File: src/rtl/d16_fetch.sv
// d16_fetch: instruction fetch unit feeding the LI/DI pipeline register.
//
// Keeps the next fetch address (pc), issues single-outstanding requests to
// instruction memory and loads the returned 56-bit word into the LI/DI
// fields.
//
// Taken jumps flush the unit. Hazard stalls (en=0) freeze the LI/DI fields.
//
// Build option:
//   D16_FETCH_PREFETCH_EN  undefined : one hold register; fetching stops while
//                                      a stalled word is parked in HOLD.
//                          defined   : 2-entry prefetch FIFO; fetching keeps
//                                      going during a stall until the FIFO is
//                                      full.
//
// Ports:
//   sys_clk, sys_rst          clock, synchronous active-high reset
//   en                        hazard enable (0 = LI/DI stalled)
//   jmp, jmp_addr             taken branch/jump and its target
//   imem_adr, imem_stb        fetch address / request valid
//   imem_ack, imem_dat        response valid / {op, a, b, c}
//   li_di_op/a/b/c, li_pc     registered instruction fields and their address
module d16_fetch (
  input  logic        sys_clk,
  input  logic        sys_rst,
  input  logic        en,
  input  logic        jmp,
  input  logic [15:0] jmp_addr,
  output logic [15:0] imem_adr,
  output logic        imem_stb,
  input  logic        imem_ack,
  input  logic [55:0] imem_dat,
  output logic [7:0]  li_di_op,
  output logic [15:0] li_di_a,
  output logic [15:0] li_di_b,
  output logic [15:0] li_di_c,
  output logic [15:0] li_pc
);

  typedef enum logic [1:0] {IDLE, REQ, HOLD} state_t;

  state_t      state, state_nxt;
  logic [15:0] pc;
  logic        ack_ok;

  assign imem_adr = pc;
  assign ack_ok   = imem_ack && imem_stb;

  always_ff @(posedge sys_clk) begin
    if (sys_rst) state <= IDLE;
    else         state <= state_nxt;
  end

`ifdef D16_FETCH_PREFETCH_EN
  logic [1:0]  cnt;
  logic [55:0] fifo_dat [2];
  logic [15:0] fifo_pc  [2];
  logic        pop, push, push_slot;

  // An entry leaves whenever the stage accepts; a returning word is queued
  // unless it can bypass straight into LI/DI (FIFO empty and stage enabled).
  assign pop       = (state == REQ) && en && (cnt != 2'd0);
  assign imem_stb  = (state == REQ) && ((cnt != 2'd2) || pop);
  assign push      = ack_ok && !(en && (cnt == 2'd0));
  assign push_slot = ((cnt == 2'd2) || ((cnt == 2'd1) && !pop));

  always_comb begin
    state_nxt = state;
    case (state)
      IDLE:    state_nxt = REQ;
      default: state_nxt = REQ;
    endcase
    if (jmp) state_nxt = REQ;
  end

  always_ff @(posedge sys_clk) begin
    if (sys_rst) begin
      pc       <= 16'd0;
      cnt      <= 2'd0;
      li_di_op <= 8'd0;
      li_di_a  <= 16'd0;
      li_di_b  <= 16'd0;
      li_di_c  <= 16'd0;
      li_pc    <= 16'd0;
    end else if (jmp) begin
      pc       <= jmp_addr;
      cnt      <= 2'd0;
      li_di_op <= 8'd0;
    end else if (state == REQ) begin
      if (ack_ok) pc <= pc + 16'd1;
      cnt <= cnt + {1'b0, push} - {1'b0, pop};
      if (pop) begin
        {li_di_op, li_di_a, li_di_b, li_di_c} <= fifo_dat[0];
        li_pc <= fifo_pc[0];
      end else if (en) begin
        if (ack_ok) begin
          {li_di_op, li_di_a, li_di_b, li_di_c} <= imem_dat;
          li_pc <= pc;
        end else begin
          li_di_op <= 8'd0;
        end
      end
    end
  end

  // FIFO storage; validity lives entirely in cnt. The shift happens first so
  // a push into slot 0 during a pop overrides it.
  always_ff @(posedge sys_clk) begin
    if (pop) begin
      fifo_dat[0] <= fifo_dat[1];
      fifo_pc[0]  <= fifo_pc[1];
    end
    if (push) begin
      if (push_slot) begin
        fifo_dat[1] <= imem_dat;
        fifo_pc[1]  <= pc;
      end else begin
        fifo_dat[0] <= imem_dat;
        fifo_pc[0]  <= pc;
      end
    end
  end
`else
  logic [55:0] hold_dat;
  logic [15:0] hold_pc;

  assign imem_stb = (state == REQ);

  always_comb begin
    state_nxt = state;
    case (state)
      IDLE:    state_nxt = REQ;
      REQ:     if (ack_ok && !en) state_nxt = HOLD;
      HOLD:    if (en) state_nxt = REQ;
      default: state_nxt = IDLE;
    endcase
    if (jmp) state_nxt = REQ;
  end

  always_ff @(posedge sys_clk) begin
    if (sys_rst) begin
      pc       <= 16'd0;
      li_di_op <= 8'd0;
      li_di_a  <= 16'd0;
      li_di_b  <= 16'd0;
      li_di_c  <= 16'd0;
      li_pc    <= 16'd0;
    end else if (jmp) begin
      pc       <= jmp_addr;
      li_di_op <= 8'd0;
    end else begin
      case (state)
        REQ: begin
          if (ack_ok) begin
            pc <= pc + 16'd1;
            if (en) begin
              {li_di_op, li_di_a, li_di_b, li_di_c} <= imem_dat;
              li_pc <= pc;
            end
          end else if (en) begin
            li_di_op <= 8'd0;
          end
        end
        HOLD: begin
          if (en) begin
            {li_di_op, li_di_a, li_di_b, li_di_c} <= hold_dat;
            li_pc <= hold_pc;
          end
        end
        default: ;
      endcase
    end
  end

  // Hold register contents are only meaningful while in HOLD.
  always_ff @(posedge sys_clk) begin
    if (state == REQ && ack_ok && !en) begin
      hold_dat <= imem_dat;
      hold_pc  <= pc;
    end
  end
`endif

endmodule

File: config.mk
export PLATFORM = sky130hd
export DESIGN_NAME = d16_fetch
export DESIGN_NICKNAME = d
export VERILOG_FILES = /design/src/rtl/d16_fetch.sv
export SDC_FILE = /design/constraint.sdc
export NUM_CORES = 1
export LEC_CHECK = 0
export ABC_AREA = 0
export BUFFER_PORTS_ARGS = -buffer_cell sky130_fd_sc_hd__buf_2
export CELL_PAD_IN_SITES_DETAIL_PLACEMENT = 0
export CELL_PAD_IN_SITES_GLOBAL_PLACEMENT = 1
export CORE_MARGIN = 8
export CORE_UTILIZATION = 39
export CTS_CLUSTER_DIAMETER = 40
export DETAILED_ROUTE_END_ITERATION = 10
export GPL_TIMING_DRIVEN = 1
export PLACE_DENSITY_LB_ADDON = 0.3
export SYNTH_ARGS = -nofsm -noshare
export SYNTH_HDL_FRONTEND = slang
export SYNTH_SLANG_ARGS = --single-unit
File: constraint.sdc
create_clock -name sys_clk -period 6.2 [get_ports sys_clk]
set_input_delay 0 -clock sys_clk [delete_from_list [all_inputs] [get_ports sys_clk]]
set_output_delay 0 -clock sys_clk [all_outputs]
set_load 0.005 [all_outputs]
==> summary.txt, run 1 <==
routed via count - 5,281
final setup fails - 0
maximum VDD drop - 0.194 mV
final-report max-slew violation count - 0
fin nets - 893
CP top delay family - buffers and inverters
leading post-synthesis cells by cell area - edfxtp_1, dfxtp_1, a311oi_2
number of library cell types mapped by synthesis - 43
CP dominant cell by count - buf_4
commonest non-fill, non-tap cell in the layout - buf_2
Max-Cap Viols - 0
hold depth - 2
Placer Congestion - 0.775
Post-synth EDFFs - 72
Crit. End Element - flip-flop
first-pass GRT wire length - 28,700 um
area growth from synthesis to layout - 33.7%
Crit path largest cell delay - 0.86 ns
Final HPWL DP - 11,200 um
sequential fraction of the synthesis area - 0.593
vias in the first global route - 5,459
crit path kind - reg -> reg
die height - 147 um
CTS buffer count - 17
post-synthesis cell area - 0.00668 mm^2
layout cells sized above 1 - 0.320
Setup Skew - 0.00696 ns
I/O pin count - 166
Routed WL per cell - 16.5 um
Setup crit start kind - flip-flop
Fmax - 313 MHz
Antenna Cells - 0
most frequent cells in the layout - buf_2, nand2_1, dfxtp_1
WP buf/inv - 3
critical path's slowest cell - buf_4
Lkg Pwr - 3.43 nW
CTS HTree Levels - 4
initial antenna violation count - 0
Core Rows - 48
Warnings, synthesis - 0
core area - 0.0170 mm^2
Synth Flop Type - dfxtp_1
Initial Utilization - 0.393
Clock Sinks - 162
total gr overflow - 0
fillcell total - 1,524
CP Cell Sequence - nand2b_2, buf_4, a211oi_4, buf_4, buf_4, nor2_1, a311oi_2
Post-CTS Resized - 0
Final Cycle Share - 0.514
Fin. Hold Viols - 0
port buffer count - 165
Antenna Violating Nets Remaining - 0
RSZ-0062 raised after global routing - no
First DRT Iteration DRCs - 305
GRT Util Overall - 0.164
post-CTS setup buffers - 0
syn nets - 676
area leader, netlist - edfxtp_1
Longest Clk Path Bufs - 2
R2R depth - 7
critical path fanouts, max - 84
ys async rst share - 0
Tmin final - 3.19 ns
CP arrival - 3.52 ns
clk_lat worst skew - 0.42 ns
Register Area - 0.00396 mm^2
status - finished clean
total of hold buffers inserted after clock tree synthesis - 74
drc violations - 0
post-synth top area share - 0.324
largest net degree at the start of global routing - 85
Die W - 147 um
Clock transition at path regs - 0.06 ns
transition time of the tightest slew-check pin - 0.976 ns
power per cell area - 274 mW/mm^2
Final Core Density - 0.526
Critical Path RT - 6.53 ns
area of the die - 0.0216 mm^2
vias per inst - 5.02
Stages on worst setup path - 7
synthesized area per cell - 11.2 um^2
max_slew headroom - 0.348
routed wire length - 17,400 um
TritonRoute pass-1 iters - 4
TritonCTS clock tree - built
Synth Instances - 598
area of the multi-input gates - 0.00245 mm^2
synthesis-stage register bit count - 162
CTS root buf - clkbuf_16
setup_tns - 0 ns
Worst Hold Class - in -> reg
==> sequential cells by signal (all words and copies together) (netlist names) <==
name,cells
li_di_op,8
hold_dat,56
imem_adr,16
li_di_c,16
li_di_b,16
hold_pc,16
li_pc,16
state,2
li_di_a,16
==> report_power, final <==
group / internal, mW / total, mW / switching, mW
sequential: 1.16 / 1.19 / 0.0300
clock: 0.608 / 1.04 / 0.435
combinational: 0.106 / 0.218 / 0.112
==> stage by stage <==
step	worst slack, ns	total power, mW	std cells	hold WS (ns)	cell area [um^2]
6_report	3.01	2.45	1053	0.0265	8940
4_1_cts	2.97	2.48	1053	0.0164	8940
3_5_place_dp	2.99	1.39	947	0.193	7600
5_1_grt	2.73	2.55	1053	0.0515	8940
3_3_place_gp	3.12	1.39	947	0.195	7600
2_1_floorplan	2.01	1.31	598	0.0728	6680
==> cell type report <==
type                            count  share of cell area
Multi-Input combinational cell    379               0.274
Timing Repair Buffer              245               0.181
Clock buffer                       18              0.0491
Tap cell                          225              0.0315
Sequential cell                   162               0.444
Inverter                           10             0.00420
Clock inverter                     14              0.0171
==> path summary, 6_finish.rpt <==
| path | slack (ns) | startpoint | endpoint |
|---|---|---|---|
| min | 0.03 | sys_rst | imem_adr[0]$_SDFFE_PP0P_ |
| min reg2reg | 0.50 | li_di_b[1]$_SDFFE_PP0P_ | li_di_b[1]$_SDFFE_PP0P_ |
| max | 3.01 | state[0]$_SDFFE_PP0P_ | li_di_b[9]$_SDFFE_PP0P_ |
| max reg2reg | 3.01 | state[0]$_SDFFE_PP0P_ | li_di_b[9]$_SDFFE_PP0P_ |
==> synth_stat cells (3+ instances only) <==
cell,n
inv_1,10
dfxtp_1,90
a211oi_1,11
nand4_1,4
a311oi_1,8
nor2_1,81
nor4_1,8
clkbuf_1,24
buf_6,7
buf_4,5
o21a_1,6
buf_2,8
buf_1,3
a22oi_1,8
a21oi_1,11
xnor2_1,3
mux2i_1,4
o21ai_0,4
nand3_1,5
nor3_1,6
nor2b_1,7
or3_1,4
xor2_1,4
nand2_1,130
edfxtp_1,72
a311oi_2,54
==> per-layer routing <==
layer	wire length (um)	global-route usage
met5	0	0
met4	162	0.0479
met3	999	0.0489
met2	8380	0.265
met1	7830	0.207
==> cell families (layout without fill, tap and decap cells) <==
logic type / Yosys count / after routing / synth area share
flip-flops: 162 / 162 / 0.593
multiplexers: 5 / 5 / 0.00768
AND/OR/NAND/NOR: 256 / 256 / 0.162
buffers and inverters: 57 / 287 / 0.0442
adder cells (fa/ha/maj): 1 / 1 / 0.00187
XOR/XNOR: 7 / 7 / 0.00917
AO/OA/AOI/OAI: 110 / 110 / 0.182
No activity file was read; power rests on OpenSTA's default activity.
==> run 2, diff against run 1 <==
- clock period: 6.2 -> 2.94 ns (I/O delays scaled with it)
==> run 2 against run 1 <==
Against the previous run:
- fmax grew 48%
- clock skew is essentially flat
- combinational power grew 120%
- die area is the same
- clock-buffer cell count grew 12
- critical path type unchanged
- largest power group unchanged
==> summary.txt, run 2 (synthesis results as in run 1) <==
status - finished clean
maximum VDD drop - 0.388 mV (+100%)
clk_lat worst skew - 0.41 ns (about the same)
Hold WS - 0.0121 ns (-0.0145 ns)
switch share - 0.223 (-0.0128)
WL met3 - 1110 um (+11%)
Metal-1 WL - 7920 um (+1.2%)
Critical Path RT - 3.26 ns (-3.27 ns)
max_slew headroom - 0.511 (+0.163)
transition time of the tightest slew-check pin - 0.733 ns (-0.243 ns)
Fin. Hold Viols - 0 (unchanged)
initial antenna violation count - 0 (unchanged)
pre-CTS setup slack - 0.775 ns (-2.21 ns)
final setup fails - 0 (unchanged)
first-pass GRT wire length - 28,700 um (about the same)
Lkg Pwr - 3.49 nW (+1.6%)
Clock transition at path regs - 0.06 ns (about the same)
crit path from - state[0]$_SDFFE_PP0P_
First DRT Iteration DRCs - 256 (-16%)
WP buf/inv - 1 (-2)
highest metal used - met4
Logic pwr share - 0.093 (+0.004)
Tmin final - 2.16 ns (-1.03 ns)
routed wire length - 17,600 um (+1.3%)
Clock Sinks - 162 (unchanged)
routed via count - 5,252 (-0.55%)
core area - 0.0170 mm^2 (unchanged)
critical path's slowest cell - a211oi_4
Final Cycle Share - 0.734 (+0.220)
Setup Skew - 0.00728 ns (+0.000325 ns)
Initial Utilization - 0.393 (unchanged)
Crit path largest cell delay - 0.58 ns (-0.28 ns)
share of power burned in registers - 0.492 (+0.007)
RSZ-0062 raised after global routing - no
TritonRoute pass-1 iters - 6 (+2)
CP arrival - 2.48 ns (-1.04 ns)
layout cells sized above 1 - 0.315 (-0.00508)
Stages on worst setup path - 5 (-2)
CP top delay family - compound AO/OA/AOI/OAI gates
setup_tns - 0 ns (unchanged)
drc violations - 0 (unchanged)
CTS root buf - clkbuf_16
commonest non-fill, non-tap cell in the layout - buf_2
Setup crit start kind - flip-flop
clock network power share - 0.416 (-0.010)
CP Cell Sequence - nand3b_2, a211oi_4, buf_12, nor2_1, a311oi_2
Worst Hold Class - in -> reg
most flop-heavy register - hold_dat
port buffer count - 165 (unchanged)
Longest Clk Path Bufs - 2 (unchanged)
Antenna Cells - 0 (unchanged)
fin nets - 900 (+0.78%)
R2R depth - 5 (-2)
Fmax - 463 MHz (+48%)
Worst R2R Setup Slack - 0.78 ns (-2.23 ns)
Final HPWL DP - 11,600 um (+3.2%)
CP endpoint - li_di_c[15]$_SDFFE_PP0P_
final worst setup slack - 0.781 ns (-2.23 ns)
Antenna Violating Nets Remaining - 0 (unchanged)
crit path kind - reg -> reg
routed wire length on met2 - 8470 um (+0.97%)
Placer Congestion - 0.764 (-1.4%)
most frequent cells in the layout - buf_2, nand2_1, dfxtp_1
max reg flops - 56 (unchanged)
Max-Cap Viols - 0 (unchanged)
Routed WL per cell - 16.6 um (+0.60%)
origin of the critical flop-to-flop path - state[0]$_SDFFE_PP0P_
final-report max-slew violation count - 0 (unchanged)
CTS buffer count - 17 (unchanged)
r2r endpoint - li_di_c[15]$_SDFFE_PP0P_
die height - 147 um (unchanged)
power per cell area - 563 mW/mm^2 (+110%)
area growth from synthesis to layout - 35.2%
GRT Util Overall - 0.164 (+0.000834)
vias per inst - 4.95 (-1.2%)
Die W - 147 um (unchanged)
vias in the first global route - 5,511 (+0.95%)
P_int - 3.95 mW (+110%)
total gr overflow - 0 (unchanged)
P_sw - 1.13 mW (+96%)
TritonCTS clock tree - built
CTS HTree Levels - 4 (unchanged)
largest net degree at the start of global routing - 64 (-25%)
area of the die - 0.0216 mm^2 (unchanged)
Crit. End Element - flip-flop
critical path fanouts, max - 48 (-43%)
Core Rows - 48 (unchanged)
I/O pin count - 166 (unchanged)
Post-CTS Resized - 0 (unchanged)
run 2: cell count changes in the layout (fill, tap and decap cells not counted), sizes merged:
cell         previous run  this run
clkinv                  2         1
dlygate4sd3            74        75
buf                   171       177
clkinvlp                5         0
bufinv                  2         0
inv                    15        11
clkbuf                 18        30
run 2: routing by layer:
| layer | vias to the layer above | track usage |
|---|---|---|
| met3 | 8 | 0.0572 |
| met4 | 0 | 0.0413 |
| li1 | 2607 | - |
| met5 | - | 0 |
| met2 | 125 | 0.267 |
| met1 | 2512 | 0.205 |
run 2: worst min-delay path by stage:
stage | start | endpoint | slack, ns | cells past startpoint
6_report | sys_rst | imem_adr[1]$_SDFFE_PP0P_ | 0.01 | 2
5_1_grt | sys_rst | state[0]$_SDFFE_PP0P_ | 0.02 | 2
3_3_place_gp | imem_dat[1] | hold_dat[1]$_DFFE_PP_ | 0.19 | 1
2_1_floorplan | en | state[1]$_SDFFE_PP0P_ | 0.07 | 1
3_5_place_dp | imem_dat[44] | hold_dat[44]$_DFFE_PP_ | 0.19 | 1
4_1_cts | sys_rst | imem_adr[1]$_SDFFE_PP0P_ | 0.004 | 2
run 2: metrics by stage:
stage	power, mW	std cells	util	cell area [um^2]
6_report	5.09	1060	0.531	9030
5_1_grt	5.31	1060	0.531	9030
4_1_cts	5.15	1060	0.531	9030
3_5_place_dp	2.95	953	0.454	7710
3_3_place_gp	2.94	953	0.454	7710
2_1_floorplan	2.76	598	-	6690
run 2: repair_timing:
item	in CTS	in global routing
endpoints found under the setup margin	0	0
endpoints found under the hold margin	130	0
hold buffers	75	0
setup buffers	0	0
run 2: layout make-up:
cell class	count	area [um^2]
timing repair buffer	252	1730
tap	225	282
sequential	162	3960
clock inverter	2	11.3
fill	1519	7960
inverter	10	37.5
clock buffer	30	558
multi-input combinational	379	2450
run 2: power by group through the flow:
| stage | clock, mW | combinational (mW) | sequential (mW) |
|---|---|---|---|
| 3_3_place_gp | 0 | 0.390 | 2.55 |
| 2_1_floorplan | 0 | 0.224 | 2.54 |
| 6_report | 2.11 | 0.472 | 2.50 |
| 5_1_grt | 2.27 | 0.521 | 2.51 |
| 4_1_cts | 2.17 | 0.478 | 2.50 |
| 3_5_place_dp | 0 | 0.399 | 2.55 |
